--- src/rtl/lieat_exu_fpu_mq.sv ---
// lieat_exu_fpu_mq: FPU execute-stage wrapper for an in-order, pipelined,
// valid/ready FP core. It keeps up to DEPTH operations in flight. Each issued
// op's {pc, rd, rdwen} is pushed into a metadata FIFO, and each core result
// is paired with the FIFO head. The block also provides a multi-op flush,
// sticky fflags accumulation and a sticky orphan-result error flag.
//
// Ports
//   clock, reset        clock; asynchronous active-low reset
//   flush_req           pipeline flush request
//   fpu_i_*             issue side: valid/ready, pc, rd, rdwen, operands, infobus
//   core_in_*           to core: valid/ready, core_operands = {imm,src1,src2}, core_infobus
//   core_flush          core kill, asserted in the same cycle as flush_req
//   core_out_*          from core: valid/ready, core_result, core_status
//   fpu_o_*             writeback: valid/ready, pc, wen, rd, data, fflags, flush
//   fflags_acc          sticky OR of retired fflags; fflags_clr clears it
//   busy                at least one op in flight
//   err_orphan          sticky: the core returned a result while nothing was in flight
module lieat_exu_fpu_mq #(
    parameter int unsigned XLEN  = 32,
    parameter int unsigned REGW  = 5,
    parameter int unsigned DEPTH = 4,
    parameter int unsigned INFOW = 32
) (
    input  logic                clock,
    input  logic                reset,
    input  logic                flush_req,

    input  logic                fpu_i_valid,
    output logic                fpu_i_ready,
    input  logic [XLEN-1:0]     fpu_i_pc,
    input  logic [REGW-1:0]     fpu_i_rd,
    input  logic                fpu_i_rdwen,
    input  logic [XLEN-1:0]     fpu_i_imm,
    input  logic [XLEN-1:0]     fpu_i_src1,
    input  logic [XLEN-1:0]     fpu_i_src2,
    input  logic [INFOW-1:0]    fpu_i_infobus,

    output logic                core_in_valid,
    input  logic                core_in_ready,
    output logic [3*XLEN-1:0]   core_operands,
    output logic [INFOW-1:0]    core_infobus,
    output logic                core_flush,
    input  logic                core_out_valid,
    output logic                core_out_ready,
    input  logic [XLEN-1:0]     core_result,
    input  logic [4:0]          core_status,

    output logic                fpu_o_valid,
    input  logic                fpu_o_ready,
    output logic [XLEN-1:0]     fpu_o_pc,
    output logic                fpu_o_wen,
    output logic [REGW-1:0]     fpu_o_rd,
    output logic [XLEN-1:0]     fpu_o_data,
    output logic [4:0]          fpu_o_fflags,
    output logic                fpu_o_flush,

    output logic [4:0]          fflags_acc,
    input  logic                fflags_clr,
    output logic                busy,
    output logic                err_orphan
);

    localparam int unsigned PW = $clog2(DEPTH);
    localparam int unsigned CW = PW + 1;

    typedef struct packed {
        logic [XLEN-1:0] pc;
        logic [REGW-1:0] rd;
        logic            rdwen;
    } meta_t;

    meta_t          meta_q [DEPTH];
    logic [PW-1:0]  wr_ptr;
    logic [PW-1:0]  rd_ptr;
    logic [CW-1:0]  count;

    logic  full;
    logic  empty;
    logic  push;
    logic  pop;
    meta_t head;

    assign full  = (count == CW'(DEPTH));
    assign empty = (count == '0);

    // Issue path: a combinational pass-through to the core, gated by FIFO space and by flush.
    assign core_in_valid = fpu_i_valid & ~full & ~flush_req;
    assign fpu_i_ready   = core_in_ready & ~full & ~flush_req;
    assign core_operands = {fpu_i_imm, fpu_i_src1, fpu_i_src2};
    assign core_infobus  = fpu_i_infobus;
    assign core_flush    = flush_req;
    assign push          = fpu_i_valid & fpu_i_ready;

    // Retire path: the head metadata is paired with the core result. An empty FIFO
    // or an active flush keeps core_out_ready high so that stray results drain.
    assign head           = meta_q[rd_ptr];
    assign fpu_o_valid    = core_out_valid & ~empty & ~flush_req;
    assign core_out_ready = (fpu_o_ready & ~empty) | empty | flush_req;
    assign pop            = fpu_o_valid & fpu_o_ready;
    assign fpu_o_pc       = head.pc;
    assign fpu_o_rd       = head.rd;
    assign fpu_o_wen      = head.rdwen;
    assign fpu_o_data     = core_result;
    assign fpu_o_fflags   = core_status;
    assign fpu_o_flush    = flush_req & ~empty;
    assign busy           = ~empty;

    // Metadata storage
    always_ff @(posedge clock or negedge reset) begin
        if (!reset) begin
            for (int unsigned i = 0; i < DEPTH; i++) begin
                meta_q[i] <= '0;
            end
        end else if (push) begin
            meta_q[wr_ptr] <= '{pc: fpu_i_pc, rd: fpu_i_rd, rdwen: fpu_i_rdwen};
        end
    end

    // Pointers and occupancy; flush discards every in-flight op
    always_ff @(posedge clock or negedge reset) begin
        if (!reset) begin
            wr_ptr <= '0;
            rd_ptr <= '0;
            count  <= '0;
        end else if (flush_req) begin
            wr_ptr <= '0;
            rd_ptr <= '0;
            count  <= '0;
        end else begin
            if (push) begin
                wr_ptr <= wr_ptr + PW'(1);
            end
            if (pop) begin
                rd_ptr <= rd_ptr + PW'(1);
            end
            case ({push, pop})
                2'b10:   count <= count + CW'(1);
                2'b01:   count <= count - CW'(1);
                default: count <= count;
            endcase
        end
    end

    // Sticky fflags: a clear drops the old bits, but a same-cycle retire still sets its bits
    always_ff @(posedge clock or negedge reset) begin
        if (!reset) begin
            fflags_acc <= '0;
        end else if (fflags_clr || pop) begin
            fflags_acc <= (fflags_clr ? 5'b0 : fflags_acc) | (pop ? core_status : 5'b0);
        end
    end

    // Orphan detector: the core delivered a result that nothing is waiting for
    always_ff @(posedge clock or negedge reset) begin
        if (!reset) begin
            err_orphan <= 1'b0;
        end else if (core_out_valid && empty && !flush_req) begin
            err_orphan <= 1'b1;
        end
    end

endmodule

--- config.mk ---
export PLATFORM = sky130hd
export DESIGN_NAME = lieat_exu_fpu_mq
export DESIGN_NICKNAME = d
export VERILOG_FILES = /design/src/rtl/lieat_exu_fpu_mq.sv
export SDC_FILE = /design/constraint.sdc
export NUM_CORES = 1
export LEC_CHECK = 0
export ABC_CLOCK_PERIOD_IN_PS = 5000
export BUFFER_PORTS_ARGS = -buffer_cell sky130_fd_sc_hd__buf_2
export CORE_ASPECT_RATIO = 2
export CORE_MARGIN = 5
export CORE_UTILIZATION = 25
export DETAILED_ROUTE_END_ITERATION = 7
export REMOVE_ABC_BUFFERS = 1
export SLEW_MARGIN = 0
export SYNTH_ARGS = -nofsm -noshare
export SYNTH_HDL_FRONTEND = slang
export SYNTH_SLANG_ARGS = --single-unit
--- constraint.sdc ---
create_clock -name clock -period 5 [get_ports clock]
set_input_delay 1 -clock clock [delete_from_list [all_inputs] [get_ports clock]]
set_output_delay 1 -clock clock [all_outputs]
set_load 0.02 [all_outputs]
==> results of run 1 <==
-- sequential cells by signal, summed over array words and instances (netlist names) --
| signal | count |
|---|---|
| fflags_acc | 5 |
| err_orphan | 1 |
| count | 3 |
| rd_ptr | 2 |
| wr_ptr | 2 |
| meta_q | 152 |
-- synthesized netlist by cell type (2+ instances only) --
library cell	n	area (µm²)
xnor2_1	4	35.0
ha_1	4	50.1
nand3_1	2	10.0
inv_1	9	33.8
nor2_1	6	22.5
mux2_2	72	811
o21ai_0	9	45.0
and3b_1	2	17.5
clkbuf_1	7	26.3
buf_6	12	135
mux2_4	80	1200
buf_4	166	1250
buf_2	9	45.0
nand2_1	8	30.0
and2_1	3	18.8
nand3b_1	3	22.5
a21oi_1	3	15.0
dfrtp_1	165	4130
nand2_2	5	31.3
mux4_2	38	856
-- logic make-up (layout without fill, tap and decap cells) --
family | count (synthesis) | after routing | share of synthesized area, %
AOI/OAI and AO/OA | 20 | 20 | 1.54
xor gates and xnor gates | 5 | 5 | 0.491
adders and majority gates | 5 | 5 | 0.786
buffers and inverters | 203 | 153 | 16.7
DFF | 165 | 165 | 46.3
muxes | 190 | 190 | 32.2
other | 0 | 1 | 0
and+or+nand+nor | 34 | 34 | 2.05
-- layer usage --
metal	share of wire (%)	global-route usage [%]	wire length [µm]
met2	50	43.5	25300
met4	10	19.6	5100
met5	0.19	0.128	94
met1	15	11.2	7660
met3	24	27.9	12300
-- area by class of cell --
cell class	count	area, µm²
Fill cell	3657	26300
Multi-Input combinational cell	254	3300
Sequential cell	165	4130
Tap cell	450	563
Antenna cell	1	2.50
Timing Repair Buffer	112	594
Clock inverter	14	213
Clock buffer	18	429
Inverter	9	33.8
-- how the worst max path moves through the flow --
stage,start,endpoint,slack [ns],cells past startpoint
floorplan,rd_ptr[0]$_DFFE_PN0P_,fpu_o_pc[0],1.64,1
global placement,fpu_i_valid,count[2]$_DFFE_PN0P_,2.07,8
detailed placement,fpu_i_valid,count[2]$_DFFE_PN0P_,2.03,8
CTS,rd_ptr[0]$_DFFE_PN0P_,fpu_o_pc[7],1.57,2
global route,rd_ptr[0]$_DFFE_PN0P_,fpu_o_pc[11],1.51,2
finish,rd_ptr[0]$_DFFE_PN0P_,fpu_o_pc[11],1.62,2
-- worst reg2reg max path: stages, from the launching register on --
cell     delay, ns
dfrtp_1       0.50
nor3_1        0.47
inv_1         0.19
nand2_1       0.20
nor2_1        0.08
fa_1          0.45
nor4_1        0.29
o21ai_0       0.13
a31oi_1       0.18
-- where the power goes --
part,switching [mW],total (mW),leakage [nW],internal (mW)
registers,0.147,1.73,2.14,1.58
clock network,0.598,1.45,0.307,0.853
logic,0.348,0.810,1.95,0.462
-- per-stage QoR --
| step | std cells | cell area, µm² | utilization, % | power [mW] | worst slack, ns |
|---|---|---|---|---|---|
| floorplan | 428 | 7460 | - | 2.29 | 1.64 |
| global placement | 990 | 8630 | 24.3 | 2.55 | 2.07 |
| detailed placement | 990 | 8630 | 24.3 | 2.57 | 2.03 |
| CTS | 1022 | 9270 | 26.1 | 4.04 | 1.57 |
| global route | 1023 | 9270 | 26.1 | 4.16 | 1.51 |
| finish | 1023 | 9270 | 26.1 | 3.99 | 1.62 |
==> reports/metrics.json, run 1 <==
{
  "async_reset_ff_share_pct": 100,
  "fin_worst_hold_slack_ns": 0.479,
  "relSlewSlack_pct": 36.2,
  "cts.clk_slew.worst_paths_ns": 0.07,
  "timing.max_cap.violations": 0,
  "critical_path.top_delay_family": "flip-flops",
  "ant_nets": 0,
  "power-per-cell-area_nw_per_um2": 430,
  "detail_route.first_pass.iterations": 4,
  "fp-row-count": 98,
  "viasPerCell": 4.66,
  "clock_tree.htree_level_count": 4,
  "fin_worst_skew_ns": 0.0108,
  "cts_resized": 0,
  "initial_antenna_violation_count": 9,
  "hold_buffers": 0,
  "floorplan.die_area_um2": 39800,
  "worst_r2r_dst": "count[2]$_DFFE_PN0P_",
  "route.detailed.drc": 0,
  "hold_class": "reg2reg",
  "worstSetupStartpointType": "flop",
  "wirelength_um": 50500,
  "die_height_um": 277,
  "worstReg2RegStart": "count[2]$_DFFE_PN0P_",
  "numCtsBuffers": 17,
  "grt_pass1_wl_um": 61900,
  "rr_worst_depth": 8,
  "synth_edf_count": 0,
  "overflow": 0,
  "hold_viol": 0,
  "finalCriticalPeriod_ns": 3.38,
  "hpwlAfterDp_um": 43800,
  "cp_data_required_time_ns": 4.00,
  "synth_cells": 622,
  "clk_root_buffer_cell": "clkbuf_16",
  "coreArea_um2": 35600,
  "grt_setup_unrepaired": "no",
  "post_drt_wl_per_cell_um": 49.4,
  "max_slew.worst_pin.slew_ns": 0.956,
  "synth_flop_cell": "dfrtp_1",
  "setup_viol": 0,
  "setup_tns_ns": 0,
  "die_x_um": 144,
  "post-cts-setup-buffers": 0,
  "syn2layout_area_growth_pct": 3.97,
  "detail_route.iter0.violations": 151,
  "critPathSlowestCell": "dfrtp_4",
  "vias": 4769,
  "final_common_cell": "dfrtp_1",
  "vdd.ir_drop.worst_mv": 0.297,
  "first_global_vias": 5026,
  "setup.worst_path.end_class": "output pin",
  "synth.distinct_cells": 35,
  "maximum_fanout_count_along_the_critical_path": 41,
  "nNetsFinal": 775,
  "reg2reg_slack_ns": 2.43,
  "clockBufferDepth": 2,
  "synth.yosys.warnings": 0,
  "tritoncts": "built",
  "final_min_period_over_clock_period_pct": 67.5,
  "routabilityCongestion": 1.06,
  "hold_end": "err_orphan$_DFFE_PN0P_",
  "initial_core_util_pct": 25.1,
  "critical-path-max-stage-delay_ns": 0.99,
  "finalMaxSlewViolations": 0,
  "static_leakage_nw": 4.40,
  "clkSinkCount": 165,
  "cp_data_arrival_time_ns": 2.38,
  "place.port_buffers": 106,
  "seq_total_area_yosys_pct": 46.3,
  "timing.hold.worst.start": "err_orphan$_DFFE_PN0P_",
  "grt_use_total_pct": 25.1,
  "syn_avg_cell_area_um2": 14.3,
  "layout-drive-gt1-share_pct": 60.0,
  "cp_num_buf_inv": 1,
  "final_cell_mix": "dfrtp_1 (163), buf_2 (105), mux2_4 (80), mux2_2 (72), mux4_2 (38)",
  "cp_cell_sequence": "mux4_2 -> buf_2",
  "ios": 427,
  "synthesis.area_um2": 8920,
  "worstSkewPairLatency_ns": 0.44,
  "number_of_cells_traversed_by_the_worst_hold_path": 1,
  "synth-seq-cells": 165,
  "largest_net_degree_at_the_start_of_global_routing": 89,
  "criticalPathCategory": "reg2out",
  "max_freq_mhz": 296,
  "run_status": "finished, final reports clean"
}
No activity file was read; power rests on OpenSTA's default activity.
==> run 2, diff against run 1 <==
Settings changed: ABC_CLOCK_PERIOD_IN_PS 5000 to 2900.
Clock period 5 ns to 2.9 ns, I/O delays scaled along.
==> reports/metrics.json, run 2 (synthesis results as in run 1) <==
{
  "run_status": {"value": "finished, final reports clean", "change": "unchanged"},
  "antenna_cells": {"value": 0, "change": "was 1"},
  "nNetsFinal": {"value": 787, "change": "was 775"},
  "numCtsBuffers": {"value": 17, "change": "unchanged"},
  "max_slew.worst_pin.slew": {"value": 0.585, "unit": "ns", "change": "was 0.956 ns"},
  "finish.instance_area": {"value": 9370, "unit": "µm²", "change": "was 9270 µm²"},
  "clk_root_buffer_cell": {"value": "clkbuf_16", "change": "unchanged"},
  "initial_antenna_violation_count": {"value": 5, "change": "was 9"},
  "routabilityCongestion": {"value": 1.08, "change": "was 1.06"},
  "grt_pass1_wl": {"value": 61600, "unit": "µm", "change": "was 61900 µm"},
  "reg_top3": {"value": "meta_q (152), fflags_acc (5), count (3)", "change": "unchanged"},
  "die_height": {"value": 277, "unit": "µm", "change": "unchanged"},
  "final_cell_mix": {"value": "dfrtp_1 (163), buf_2 (105), mux2_4 (80), mux2_2 (72), mux4_2 (38)", "change": "unchanged"},
  "post_route_core_utilization": {"value": 26.4, "unit": "%", "change": "was 26.1%"},
  "first_global_vias": {"value": 5135, "change": "was 5026"},
  "clockBufferDepth": {"value": 2, "change": "unchanged"},
  "overflow": {"value": 0, "change": "unchanged"},
  "setup.worst_path.end_class": {"value": "output pin", "change": "unchanged"},
  "grt_setup_unrepaired": {"value": "no", "change": "unchanged"},
  "setup_tns": {"value": 0, "unit": "ns", "change": "unchanged"},
  "detail_route.iter0.violations": {"value": 163, "change": "was 151"},
  "max_freq_mhz": 376,
  "grt_use_total": {"value": 25.1, "unit": "%", "change": "about the same"},
  "worstSetupStartpointType": {"value": "flop", "change": "unchanged"},
  "fin_worst_hold_slack": {"value": 0.0358, "unit": "ns", "change": "was 0.479 ns"},
  "maximum_fanout_count_along_the_critical_path": {"value": 19, "change": "was 41"},
  "layout-drive-gt1-share": {"value": 60.8, "unit": "%", "change": "was 60.0%"},
  "worstSkewPairLatency": {"value": 0.44, "unit": "ns", "change": "about the same"},
  "wirelength": {"value": 50600, "unit": "µm", "change": "was 50500 µm"},
  "post_drt_wl_per_cell": {"value": 48.9, "unit": "µm", "change": "was 49.4 µm"},
  "ant_nets": {"value": 0, "change": "unchanged"},
  "critPathSlowestCell": {"value": "dfrtp_4", "change": "unchanged"},
  "fin_worst_skew": {"value": 0.00761, "unit": "ns", "change": "was 0.0108 ns"},
  "critical_path.top_delay_family": {"value": "flip-flops", "change": "unchanged"},
  "static_leakage": {"value": 4.46, "unit": "nW", "change": "was 4.40 nW"},
  "post-cts-setup-buffers": {"value": 0, "change": "unchanged"},
  "hold_buffers": {"value": 0, "change": "unchanged"},
  "route.detailed.drc": {"value": 0, "change": "unchanged"},
  "final_common_cell": {"value": "dfrtp_1", "change": "unchanged"},
  "fp-row-count": {"value": 98, "change": "unchanged"},
  "cts_resized": {"value": 0, "change": "unchanged"},
  "clkSinkCount": {"value": 165, "change": "unchanged"},
  "cts.clk_slew.worst_paths": {"value": 0.07, "unit": "ns", "change": "about the same"},
  "top_register": {"value": "meta_q", "change": "unchanged"},
  "initial_core_util": {"value": 25.1, "unit": "%", "change": "unchanged"},
  "ios": {"value": 427, "change": "unchanged"},
  "detail_route.first_pass.iterations": {"value": 4, "change": "unchanged"},
  "clock_tree.htree_level_count": {"value": 4, "change": "unchanged"},
  "setup_viol": {"value": 0, "change": "unchanged"},
  "cp_cell_sequence": {"value": "buf_12 -> mux4_2 -> buf_2", "change": "was mux4_2 -> buf_2"},
  "power-per-cell-area": {"value": 723, "unit": "nW/µm²", "change": "was 430 nW/µm²"},
  "dpl-instance-area": {"value": 8750, "unit": "µm²", "change": "was 8630 µm²"},
  "floorplan.die_area": {"value": 39800, "unit": "µm²", "change": "unchanged"},
  "tritoncts": {"value": "built", "change": "unchanged"},
  "place.port_buffers": {"value": 106, "change": "unchanged"},
  "layout.filler_cells": {"value": 3668, "change": "was 3657"},
  "criticalPathCategory": {"value": "reg2out", "change": "unchanged"},
  "vias": {"value": 4693, "change": "was 4769"},
  "hold_class": {"value": "in2async", "change": "was reg2reg"},
  "hold_viol": {"value": 0, "change": "unchanged"},
  "coreArea": {"value": 35600, "unit": "µm²", "change": "unchanged"},
  "timing.max_cap.violations": {"value": 0, "change": "unchanged"},
  "cp_num_buf_inv": {"value": 2, "change": "was 1"},
  "relSlewSlack": {"value": 61.0, "unit": "%", "change": "was 36.2%"},
  "vdd.ir_drop.worst": {"value": 0.432, "unit": "mV", "change": "was 0.297 mV"},
  "cp_data_arrival_time": {"value": 2.08, "unit": "ns", "change": "was 2.38 ns"},
  "cp_data_required_time": {"value": 2.32, "unit": "ns", "change": "was 4.00 ns"},
  "finalMaxSlewViolations": {"value": 0, "change": "unchanged"},
  "final_min_period_over_clock_period_pct": 91.8,
  "critical-path-max-stage-delay": {"value": 0.65, "unit": "ns", "change": "was 0.99 ns"},
  "die_x": {"value": 144, "unit": "µm", "change": "unchanged"},
  "largest_register_ffs": {"value": 152, "change": "unchanged"},
  "design_power_total": {"value": 6.78, "unit": "mW", "change": "was 3.99 mW"},
  "finalCriticalPeriod_ns": 2.66,
  "syn2layout_area_growth": {"value": 5.12, "unit": "%", "change": "was 3.97%"},
  "hpwlAfterDp": {"value": 44400, "unit": "µm", "change": "was 43800 µm"},
  "largest_net_degree_at_the_start_of_global_routing": {"value": 78, "change": "was 89"},
  "viasPerCell": {"value": 4.54, "change": "was 4.66"}
}
==> run 2: cell count changes in the layout (fill, tap and decap cells not counted), sizes merged <==
cell,previous run,this run
buf,112,124
clkinv,2,4
bufinv,4,3
clkinvlp,2,1
diode,1,0
==> run 2: final cells by class <==
cell class | instances | area, µm² | area share (%)
clock buffers | 18 | 429 | 4.58
flip-flops and latches | 165 | 4130 | 44.1
well taps | 450 | 563 | 6.01
repair buffers | 124 | 722 | 7.70
clock inverters | 14 | 190 | 2.03
inverters | 9 | 33.8 | 0.360
multi-input cells | 254 | 3300 | 35.2
==> run 2: layer usage <==
metal  up-vias  wire length, µm  global-route usage (%)  part of all wire (%)
li1       1897                -                       -                     -
met2       423            26200                    44.6                    52
met3        89            12100                    27.6                    24
met5         -               73                   0.128                  0.14
met4        10             4420                    18.2                   8.7
met1      2274             7710                    11.1                    15
==> run 2: path summary, 6_finish.rpt <==
kind / startpoint / to / slack [ns] / cells after the start
max: rd_ptr[0]$_DFFE_PN0P_ / fpu_o_pc[15] / 0.24 / 3
min: reset / meta_q[28]$_DFFE_PN0P_ / 0.04 / 1
max reg2reg: count[2]$_DFFE_PN0P_ / count[2]$_DFFE_PN0P_ / 0.62 / 8
min reg2reg: err_orphan$_DFFE_PN0P_ / err_orphan$_DFFE_PN0P_ / 0.47 / 1
max in group asynchronous: reset / rd_ptr[0]$_DFFE_PN0P_ / 2.07 / 2
min in group clock: core_status[1] / fflags_acc[1]$_DFFE_PN0P_ / 0.35 / 3
==> run 2: stage by stage <==
| stage | instances | worst slack, ns |
|---|---|---|
| after global placement | 1002 | 0.575 |
| after detailed placement | 1002 | 0.553 |
| after floorplan | 428 | -0.0434 |
| after CTS | 1034 | 0.180 |
| after global routing | 1034 | 0.142 |
| final | 1034 | 0.238 |
==> run 2: report_power, final <==
group / switching [mW] / internal (mW)
registers: 0.234 / 2.73
logic: 0.599 / 0.808
clock network: 1.03 / 1.38
==> run 2: worst reg2reg max path, stage by stage (launching register included) <==
cell	delay [ns]
dfrtp_1	0.50
nor3_1	0.30
inv_1	0.12
nand2_1	0.18
nor2_1	0.09
fa_1	0.43
nor4_1	0.28
o21ai_0	0.12
a31oi_1	0.18
